$ cat config.mk
export PLATFORM = sky130hd
export DESIGN_NAME = topk_select
export DESIGN_NICKNAME = d
export VERILOG_FILES = /design/src/rtl/vdpu_pkg.sv /design/src/rtl/topk_cell.sv /design/src/rtl/topk_select.sv
export SDC_FILE = /design/constraint.sdc
export NUM_CORES = 2
export LEC_CHECK = 0
export CAP_MARGIN = 10
export CORE_MARGIN = 3
export CORE_UTILIZATION = 50
export CTS_CLUSTER_SIZE = 14
export DETAILED_ROUTE_END_ITERATION = 6
export PLACE_DENSITY = 0.67
export REMOVE_ABC_BUFFERS = 1
export SYNTH_ARGS = -nofsm -noshare
export SYNTH_HDL_FRONTEND = slang
export SYNTH_HIERARCHICAL = 1
export SYNTH_SLANG_ARGS = --single-unit
$ cat constraint.sdc
create_clock -name clk -period 5.16 [get_ports clk]
set_input_delay 1.032 -clock clk [delete_from_list [all_inputs] [get_ports clk]]
set_output_delay 1.032 -clock clk [all_outputs]
set_load 0.01 [all_outputs]
$ cat src/rtl/vdpu_pkg.sv
// Shared widths and the score/ID pair type used by the top-K selection block.
package vdpu_pkg;

    localparam int ID_WIDTH_DEF    = 20;
    localparam int SCORE_WIDTH_DEF = 32;

    typedef struct packed {
        logic signed [SCORE_WIDTH_DEF-1:0] score;
        logic [ID_WIDTH_DEF-1:0]           id;
    } topk_entry_t;

endpackage

$ cat src/rtl/topk_cell.sv
// One slot of the sorted top-K list: keep, load the incoming entry, or shift down
// from the slot above, depending on where the incoming score lands.
module topk_cell
    import vdpu_pkg::*;
#(
    parameter int SCORE_WIDTH = SCORE_WIDTH_DEF,
    parameter int ID_WIDTH    = ID_WIDTH_DEF
) (
    input  logic                          clk,
    input  logic                          rst,
    input  logic                          clr,
    input  logic                          ins_en,
    input  logic                          occupied,
    input  logic signed [SCORE_WIDTH-1:0] new_score,
    input  logic [ID_WIDTH-1:0]           new_id,
    input  logic                          upper_ins,
    input  logic signed [SCORE_WIDTH-1:0] upper_score,
    input  logic [ID_WIDTH-1:0]           upper_id,
    output logic                          ins_o,
    output logic signed [SCORE_WIDTH-1:0] score_o,
    output logic [ID_WIDTH-1:0]           id_o
);

    logic signed [SCORE_WIDTH-1:0] score_q;
    logic [ID_WIDTH-1:0]           id_q;

    // Strictly greater keeps earlier arrivals ahead on ties; an empty slot always accepts.
    assign ins_o   = ins_en && (!occupied || (new_score > score_q));
    assign score_o = score_q;
    assign id_o    = id_q;

    always_ff @(posedge clk) begin
        if (rst) begin
            score_q <= '0;
            id_q    <= '0;
        end else if (clr) begin
            if (ins_o && !upper_ins) begin
                score_q <= new_score;
                id_q    <= new_id;
            end else begin
                score_q <= '0;
                id_q    <= '0;
            end
        end else if (ins_o) begin
            if (upper_ins) begin
                score_q <= upper_score;
                id_q    <= upper_id;
            end else begin
                score_q <= new_score;
                id_q    <= new_id;
            end
        end
    end

endmodule

$ cat src/rtl/topk_select.sv
// Streaming top-K selector: collects scored vector IDs, then drains them best-first.
// Optional per-query statistics outputs are enabled by TOPK_SELECT_STATS_EN.
module topk_select
    import vdpu_pkg::*;
#(
    parameter int ID_WIDTH    = ID_WIDTH_DEF,
    parameter int K           = 8,
    parameter int SCORE_WIDTH = SCORE_WIDTH_DEF
) (
    input  logic                          clk,
    input  logic                          rst,
    input  logic                          start,
    input  logic                          valid_in,
    input  logic signed [SCORE_WIDTH-1:0] score_in,
    input  logic [ID_WIDTH-1:0]           id_in,
    input  logic                          last_in,
    output logic                          busy,
    output logic                          res_valid,
    input  logic                          res_ready,
    output logic signed [SCORE_WIDTH-1:0] res_score,
    output logic [ID_WIDTH-1:0]           res_id,
    output logic [$clog2(K)-1:0]          res_rank,
    output logic                          res_last,
    output logic                          done
`ifdef TOPK_SELECT_STATS_EN
    ,
    output logic [31:0]                   stat_seen,
    output logic [31:0]                   stat_dropped
`endif
);

    localparam int RW = $clog2(K);
    localparam int FW = $clog2(K + 1);

    typedef enum logic [1:0] {IDLE, COLLECT, DRAIN} state_t;

    state_t                        state_q;
    logic [RW-1:0]                 rank_q;
    logic [FW-1:0]                 fill_q;
    logic                          done_q;
    logic signed [SCORE_WIDTH-1:0] score_arr [K];
    logic [ID_WIDTH-1:0]           id_arr [K];
    logic [K-1:0]                  ins_vec;
    logic                          ins_en;
    logic                          xfer;

    // A start beat carrying valid data becomes the first entry of the new query.
    assign ins_en = valid_in && (start || (state_q == COLLECT));

    genvar gi;
    generate
        for (gi = 0; gi < K; gi++) begin : g_slot
            logic                          upper_ins;
            logic signed [SCORE_WIDTH-1:0] upper_score;
            logic [ID_WIDTH-1:0]           upper_id;
            logic                          occupied;

            if (gi == 0) begin : g_head
                assign upper_ins   = 1'b0;
                assign upper_score = '0;
                assign upper_id    = '0;
            end else begin : g_body
                assign upper_ins   = ins_vec[gi-1];
                assign upper_score = score_arr[gi-1];
                assign upper_id    = id_arr[gi-1];
            end

            assign occupied = !start && (FW'(gi) < fill_q);

            topk_cell #(
                .SCORE_WIDTH(SCORE_WIDTH),
                .ID_WIDTH   (ID_WIDTH)
            ) u_cell (
                .clk        (clk),
                .rst        (rst),
                .clr        (start),
                .ins_en     (ins_en),
                .occupied   (occupied),
                .new_score  (score_in),
                .new_id     (id_in),
                .upper_ins  (upper_ins),
                .upper_score(upper_score),
                .upper_id   (upper_id),
                .ins_o      (ins_vec[gi]),
                .score_o    (score_arr[gi]),
                .id_o       (id_arr[gi])
            );
        end
    endgenerate

    assign busy      = (state_q != IDLE);
    assign res_valid = (state_q == DRAIN);
    assign res_rank  = rank_q;
    assign res_score = res_valid ? score_arr[rank_q] : '0;
    assign res_id    = res_valid ? id_arr[rank_q] : '0;
    assign res_last  = res_valid && ((FW'(rank_q) + FW'(1)) == fill_q);
    assign done      = done_q;
    assign xfer      = res_valid && res_ready;

    always_ff @(posedge clk) begin
        if (rst) begin
            state_q <= IDLE;
            rank_q  <= '0;
            fill_q  <= '0;
            done_q  <= 1'b0;
        end else begin
            done_q <= 1'b0;
            if (start) begin
                state_q <= COLLECT;
                rank_q  <= '0;
                fill_q  <= ins_en ? FW'(1) : '0;
            end else begin
                case (state_q)
                    IDLE: ;
                    COLLECT: begin
                        // Below K the last slot is always empty, so every beat lands somewhere.
                        if (valid_in && (fill_q != FW'(K)))
                            fill_q <= fill_q + FW'(1);
                        if (valid_in && last_in)
                            state_q <= DRAIN;
                    end
                    DRAIN: begin
                        if (xfer) begin
                            if (res_last) begin
                                state_q <= IDLE;
                                rank_q  <= '0;
                                done_q  <= 1'b1;
                            end else begin
                                rank_q <= rank_q + RW'(1);
                            end
                        end
                    end
                    default: state_q <= IDLE;
                endcase
            end
        end
    end

`ifdef TOPK_SELECT_STATS_EN
    logic [31:0] seen_q;
    logic [31:0] dropped_q;

    always_ff @(posedge clk) begin
        if (rst) begin
            seen_q    <= '0;
            dropped_q <= '0;
        end else if (start) begin
            seen_q    <= valid_in ? 32'd1 : 32'd0;
            dropped_q <= '0;
        end else begin
            if (ins_en && (seen_q != '1))
                seen_q <= seen_q + 32'd1;
            if (valid_in && (state_q != COLLECT) && (dropped_q != '1))
                dropped_q <= dropped_q + 32'd1;
        end
    end

    assign stat_seen    = seen_q;
    assign stat_dropped = dropped_q;
`endif

endmodule

Word level (Yosys, flattened, before mapping):

Index checks and enable logic that the tools add are counted.

* flip-flop bits (word level): 426
* bits of input ports: 58

* add/sub/neg operators: 3
* magnitude comparators: 17
* eq/ne operators: 11
* muxes and demuxes: 81
* bitwise gates (word level): 4
* reduce and logical (&&, ||, !) cells: 71

Operators with widths (number)
* 2-to-1 mux 32 bit: 34
* 2-to-1 mux 20 bit: 34
* > comparator 32 bit: 8
* binary-select mux 32 bit (select 3 bit): 1
* binary-select mux 20 bit (select 3 bit): 1
* logical AND 1 bit: 28
* nonzero test 2 bit: 11
* logical NOT 1 bit: 16
* < comparator 3 x 4 -> 1 bit, first input constant: 4
* 2-to-1 mux 4 bit: 3
* logical OR 1 bit: 9
* inequality test 3 x 2 -> 1 bit, second input constant: 3
* < comparator 1 x 4 -> 1 bit, first input constant: 2
* < comparator 2 x 4 -> 1 bit, first input constant: 2
* AND reduction 4 bit: 2
* 2-to-1 mux 2 bit: 3
* inequality test 2 x 1 -> 1 bit, second input constant: 3
* case mux 2 bit (3 select lines): 1
* adder 3 x 1 -> 4 bit, second input constant: 1
* adder 4 x 1 -> 4 bit, second input constant: 1
* == test 4 bit: 1
* >= comparator 4 bit, second input constant: 1
* inequality test 4 bit, second input constant: 1
* NOT 3 -> 4 bit: 1
* other kinds (11): 16

Logic depth before layout (Yosys ltp):

* depth in word-level cells: 9
* gate-level depth with buffers: 16
* mapped depth without buffers: 13

Modules after synthesis:

The synthesis kept the hierarchy.

Modules (own cells, without submodules)
* topk_cell: instances 8, cells each 512, area each 4117.7 um^2, seq. area each 1041.0 um^2
* topk_select: instances 1, cells each 337, area each 3992.6 um^2, seq. area each 200.2 um^2

Worst setup path after synthesis:

Ideal clock, no wire load.

* kind: input port to flip-flop
* start: in score_in[31]
* end: reg g_slot[1].u_cell.score_q[10]
* arrival: 4.490 ns
* data required time: 5.073 ns
* path slack: 0.583 ns
* stages on the path: 13
* buffers on the path: 4
* path through: ha_1 -> nand4_2 -> or4_4 -> or3_1 -> and3b_4 -> o31ai_4 -> buf_6 -> clkbuf_1 -> clkbuf_1 -> clkbuf_1 -> nand2_1 -> a221o_1 -> a221oi_2

* word-level cells in the longest chain between the ends: 7

RTL lines
* from (decl): line topk_select.sv:14 `input logic signed [SCORE_WIDTH-1:0] score_in,`
* > comparator 32 bit (*): line topk_cell.sv:28 `assign ins_o = ins_en && (!occupied || (new_score > score_q));`
* logical OR 1 bit (*): line topk_cell.sv:28
* logical AND 1 bit (*): line topk_cell.sv:28
* via g_slot[1].upper_ins: line topk_select.sv:53 `logic upper_ins;`
* logical NOT 1 bit: line topk_cell.sv:37 `if (ins_o && !upper_ins) begin`
* logical AND 1 bit: line topk_cell.sv:37
* 2-to-1 mux 32 bit: line topk_cell.sv:37
* 2-to-1 mux 32 bit (*): line topk_cell.sv:36 `end else if (clr) begin`
* to (signal assigned): line topk_cell.sv:38 `score_q <= new_score;`
* to (signal assigned): line topk_cell.sv:46 `score_q <= upper_score;`
* to (signal assigned): line topk_cell.sv:49 `score_q <= new_score;`
* to (decl): line topk_cell.sv:24 `logic signed [SCORE_WIDTH-1:0] score_q;`

The timed path passes the listed nets; every way through them passes the cells marked *. The select of a mux whose other input is x is not followed.
A chain may end at the register's enable or synchronous reset.

Worst setup path after layout:

* start: in score_in[26]
* end: reg g_slot[4].u_cell.score_q[27]

* word-level cells in the longest chain between the ends: 7

RTL lines (line)
* > comparator 32 bit (*): topk_cell.sv:28
* logical OR 1 bit (*): topk_cell.sv:28
* logical AND 1 bit (*): topk_cell.sv:28
* via g_slot[4].upper_ins: topk_select.sv:53
* logical NOT 1 bit: topk_cell.sv:37
* logical AND 1 bit: topk_cell.sv:37
* 2-to-1 mux 32 bit: topk_cell.sv:37
* 2-to-1 mux 32 bit (*): topk_cell.sv:36
* to (signal assigned): topk_cell.sv:38
* to (signal assigned): topk_cell.sv:46
* to (signal assigned): topk_cell.sv:49
* to (decl): topk_cell.sv:24

Marks and branches as above.

==> flow_results.xml <==
<?xml version="1.0" encoding="UTF-8"?>
<metrics>
  <group name="sta">
    <metric name="finalWorstPathRequiredPeriod" unit="ps">4740</metric>
    <metric name="finalSetupViolations" unit="">0</metric>
    <metric name="fin_crit_sh" unit="%">91.8</metric>
    <metric name="maxSlewViolCount" unit="">0</metric>
    <metric name="actual_slew_at_the_worst_max_slew_pin" unit="ps">1120</metric>
    <metric name="fmax" unit="MHz">211</metric>
    <metric name="final.setup_skew" unit="ps">25.5</metric>
    <metric name="grt_setup_unrepaired" unit="">no</metric>
    <metric name="finalHoldViolations" unit="">0</metric>
    <metric name="slew-limit-headroom" unit="%">24.2</metric>
  </group>
  <group name="min_path">
    <metric name="hold_path_class" unit="">reg -&gt; reg</metric>
  </group>
  <group name="floorplanning">
    <metric name="floorplan.die.width" unit="µm">278</metric>
    <metric name="initial_core_util" unit="%">50.5</metric>
    <metric name="std_cell_rows" unit="">99</metric>
    <metric name="fp.dieH" unit="µm">278</metric>
    <metric name="fp.dieArea" unit="µm²">77200</metric>
    <metric name="design.portCount" unit="">117</metric>
    <metric name="core-area" unit="µm²">73100</metric>
  </group>
  <group name="logic_synthesis">
    <metric name="ys_seq_elements" unit="">426</metric>
    <metric name="netlist_instances" unit="">4433</metric>
    <metric name="synth.cell_area" unit="µm²">36900</metric>
    <metric name="yosys_warnings" unit="">6</metric>
    <metric name="synth_commonest_cells" unit="">sky130_fd_sc_hd__nand2_1 (908), sky130_fd_sc_hd__a21oi_1 (527), sky130_fd_sc_hd__dfxtp_1 (426)</metric>
    <metric name="post_synth_edffs" unit="">0</metric>
    <metric name="postSynth.topFlopCell" unit="">sky130_fd_sc_hd__dfxtp_1</metric>
    <metric name="synth.most_common_cell" unit="">sky130_fd_sc_hd__nand2_1</metric>
    <metric name="distinct_cell_type_count_after_synthesis" unit="">56</metric>
    <metric name="synth-async-reset-ratio" unit="%">0</metric>
    <metric name="area_share_of_the_largest_cell_type_after_synthesis" unit="%">23.1</metric>
    <metric name="synth.avg_cell_area" unit="µm²">8.33</metric>
    <metric name="yosysTopAreaCell" unit="">sky130_fd_sc_hd__dfxtp_1</metric>
    <metric name="synth_seq_area_share" unit="%">23.1</metric>
    <metric name="synthTopCellsByArea" unit="">sky130_fd_sc_hd__dfxtp_1 (23%), sky130_fd_sc_hd__a221o_1 (11%), sky130_fd_sc_hd__a221oi_2 (9.8%)</metric>
  </group>
  <group name="outcome">
    <metric name="status" unit="">complete, no violations</metric>
  </group>
  <group name="final_layout">
    <metric name="finish.cell_count_without_fillers" unit="">5466</metric>
    <metric name="area.growth.synth_to_final" unit="%">13.9</metric>
    <metric name="final_net_count" unit="">4781</metric>
    <metric name="post_route_cells_drive_above_1_share" unit="%">16.7</metric>
    <metric name="finish.utilization" unit="%">57.5</metric>
  </group>
  <group name="route">
    <metric name="wl_met3" unit="µm">14900</metric>
    <metric name="vias" unit="">36900</metric>
    <metric name="route.final.wire_length" unit="µm">135000</metric>
    <metric name="routedWlPerCell" unit="µm">24.7</metric>
    <metric name="drt-met1-wl" unit="µm">56700</metric>
    <metric name="drc" unit="">0</metric>
    <metric name="dr.max_layer_used" unit="">met5</metric>
    <metric name="met2_wirelength" unit="µm">59300</metric>
    <metric name="via_per_inst" unit="">6.76</metric>
    <metric name="drt_pre_antenna_iters" unit="">6</metric>
    <metric name="detail_route.iter0.violations" unit="">4571</metric>
    <metric name="antenna_violating_nets_post_route" unit="">0</metric>
  </group>
  <group name="cts">
    <metric name="cts_tree" unit="">built</metric>
    <metric name="clkSinkCount" unit="">426</metric>
    <metric name="number_of_buffers_added_by_the_clock_tree_synthesis_step" unit="">53</metric>
    <metric name="cts_hold_buffers" unit="">0</metric>
    <metric name="cts.root.buffer_cell" unit="">sky130_fd_sc_hd__clkbuf_16</metric>
    <metric name="postCtsSetupRepairBufs" unit="">0</metric>
    <metric name="htree_num_levels" unit="">2</metric>
    <metric name="worst_skew_pair.late_latency" unit="ps">630</metric>
    <metric name="clock_tree.buffer_depth" unit="">3</metric>
    <metric name="post_cts.resized_instances" unit="">0</metric>
    <metric name="path_clk_slew" unit="ps">60</metric>
  </group>
  <group name="pwr">
    <metric name="total_leakage_power" unit="nW">14.3</metric>
    <metric name="cellPowerDensity" unit="nW/µm²">303</metric>
    <metric name="ir_drop" unit="mV">0.253</metric>
  </group>
  <group name="setup_path">
    <metric name="cp-end-kind" unit="">register</metric>
    <metric name="worstReg2RegEnd" unit="">g_slot[4].u_cell/score_o[27]</metric>
    <metric name="critical_path.startpoint_type" unit="">input pin</metric>
    <metric name="cp.arrival" unit="ps">5260</metric>
    <metric name="critPathRequiredTime" unit="ps">5680</metric>
    <metric name="crit_path_start" unit="">score_in[26]</metric>
    <metric name="reg_to_reg_startpoint" unit="">g_slot[3].u_cell/score_o[9]</metric>
    <metric name="worstSetupPathType" unit="">in -&gt; reg</metric>
    <metric name="setup.worst_path.end" unit="">g_slot[4].u_cell/score_o[27]</metric>
    <metric name="worst_r2r_path_depth" unit="">13</metric>
    <metric name="flop_to_flop_setup_slack" unit="ps">920</metric>
    <metric name="crit_path_max_fanout" unit="">54</metric>
  </group>
  <group name="global_routing">
    <metric name="grt_first_pass_wirelength" unit="µm">208000</metric>
    <metric name="overflow" unit="">0</metric>
    <metric name="first_global_vias" unit="">34600</metric>
    <metric name="grt_antenna_before_repair" unit="">6</metric>
    <metric name="grt_use_total" unit="%">33.7</metric>
    <metric name="largest_net_degree_at_the_start_of_global_routing" unit="">225</metric>
  </group>
  <group name="placement">
    <metric name="dp_cells" unit="">5368</metric>
    <metric name="port_buffers" unit="">116</metric>
    <metric name="dp.final_hpwl" unit="µm">89800</metric>
    <metric name="globalplace.congestion" unit="">0.956</metric>
  </group>
  <group name="run">
    <metric name="maxCapViolations" unit="">0</metric>
  </group>
</metrics>
[registers in the layout, indices dropped and copies added, names as in the netlist]
register	flops
fill_q	4
done	1
g_slot.u_cell/score_o	256
state_q	2
g_slot.u_cell/id_o	160
res_rank	3
[report_power, final]
group	switching, W	internal [W]	total [W]
Sequential	0.000372	0.00364	0.00401
Combinational	0.00304	0.00180	0.00484
Clock	0.00162	0.00229	0.00392
[through the flow]
step	hold slack (ps)	area (µm²)	power (W)	setup slack [ps]	setup TNS (ps)
global route	519	42100	0.0133	270	0
CTS	490	42100	0.0127	507	0
finish	490	42100	0.0128	422	0
global placement	478	40200	0.00865	-102	-972
floorplan	455	35100	0.00679	-5760	-2392470
detailed placement	483	40200	0.00874	-144	-1800
[metal layers]
metal / vias to the layer above / GRT usage (%)
met5: - / 0
met2: 2073 / 52.0
met3: 306 / 6.93
met4: 6 / 11.4
met1: 17700 / 46.9
li1: 16900 / -
[worst max-delay path, stage by stage]
cell                              delay (ps)
sky130_fd_sc_hd__clkdlybuf4s50_1         560
sky130_fd_sc_hd__ha_1                    370
sky130_fd_sc_hd__nand4_1                 190
sky130_fd_sc_hd__or4_4                   560
sky130_fd_sc_hd__or3_1                   380
sky130_fd_sc_hd__and3b_4                 210
sky130_fd_sc_hd__o31ai_4                 260
sky130_fd_sc_hd__buf_4                   360
sky130_fd_sc_hd__buf_4                   540
sky130_fd_sc_hd__nand2_1                 100
sky130_fd_sc_hd__a221o_1                 370
sky130_fd_sc_hd__a221oi_1                260
[cells by family (layout without fill, tap and decap cells)]
kind of cell / Yosys count / count (layout) / share of synthesized area (%)
compound gates: 1490 / 1490 / 34.9
flops: 426 / 426 / 23.1
buf+inv: 735 / 703 / 8.76
fa+ha+maj: 259 / 259 / 8.77
other cells: 1 / 107 / 0.0102
simple gates: 1351 / 1351 / 16.2
mux: 158 / 158 / 7.81
xor+xnor: 13 / 13 / 0.512
[layout make-up]
type	count	area, µm²
Multi-Input combinational cell	3376	25900
Clock buffer	79	1650
Clock inverter	17	161
Fill cell	6539	31000
Sequential cell	426	8540
Timing Repair Buffer	336	3620
Tap cell	959	1200
Inverter	271	1020
Antenna cell	2	5.00
[worst min-delay path by stage]
| stage | cells past startpoint | start | to | slack [ps] |
|---|---|---|---|---|
| floorplan | 2 | g_slot[7].u_cell/score_o[10] | g_slot[7].u_cell/score_o[10] | 460 |
| global placement | 2 | g_slot[7].u_cell/score_o[16] | g_slot[7].u_cell/score_o[16] | 480 |
| detailed placement | 2 | g_slot[7].u_cell/score_o[16] | g_slot[7].u_cell/score_o[16] | 480 |
| CTS | 2 | g_slot[7].u_cell/score_o[16] | g_slot[7].u_cell/score_o[16] | 490 |
| global route | 2 | g_slot[7].u_cell/score_o[12] | g_slot[7].u_cell/score_o[12] | 520 |
| finish | 2 | g_slot[7].u_cell/score_o[16] | g_slot[7].u_cell/score_o[16] | 490 |
[cells in the final DEF, fill, tap and decap left out, types with 104 or more instances in the layout]
cell type / n
sky130_fd_sc_hd__buf_4: 156
sky130_fd_sc_hd__dfxtp_1: 423
sky130_fd_sc_hd__a221o_1: 416
sky130_fd_sc_hd__mux4_2: 104
sky130_fd_sc_hd__ha_1: 259
sky130_fd_sc_hd__a21oi_1: 527
sky130_fd_sc_hd__clkdlybuf4s50_1: 114
sky130_fd_sc_hd__a211oi_1: 184
sky130_fd_sc_hd__a221oi_2: 240
sky130_fd_sc_hd__nand2_1: 908
sky130_fd_sc_hd__nor3_1: 188
sky130_fd_sc_hd__conb_1: 105
sky130_fd_sc_hd__inv_1: 271
(Power assumes the default switching activity.)
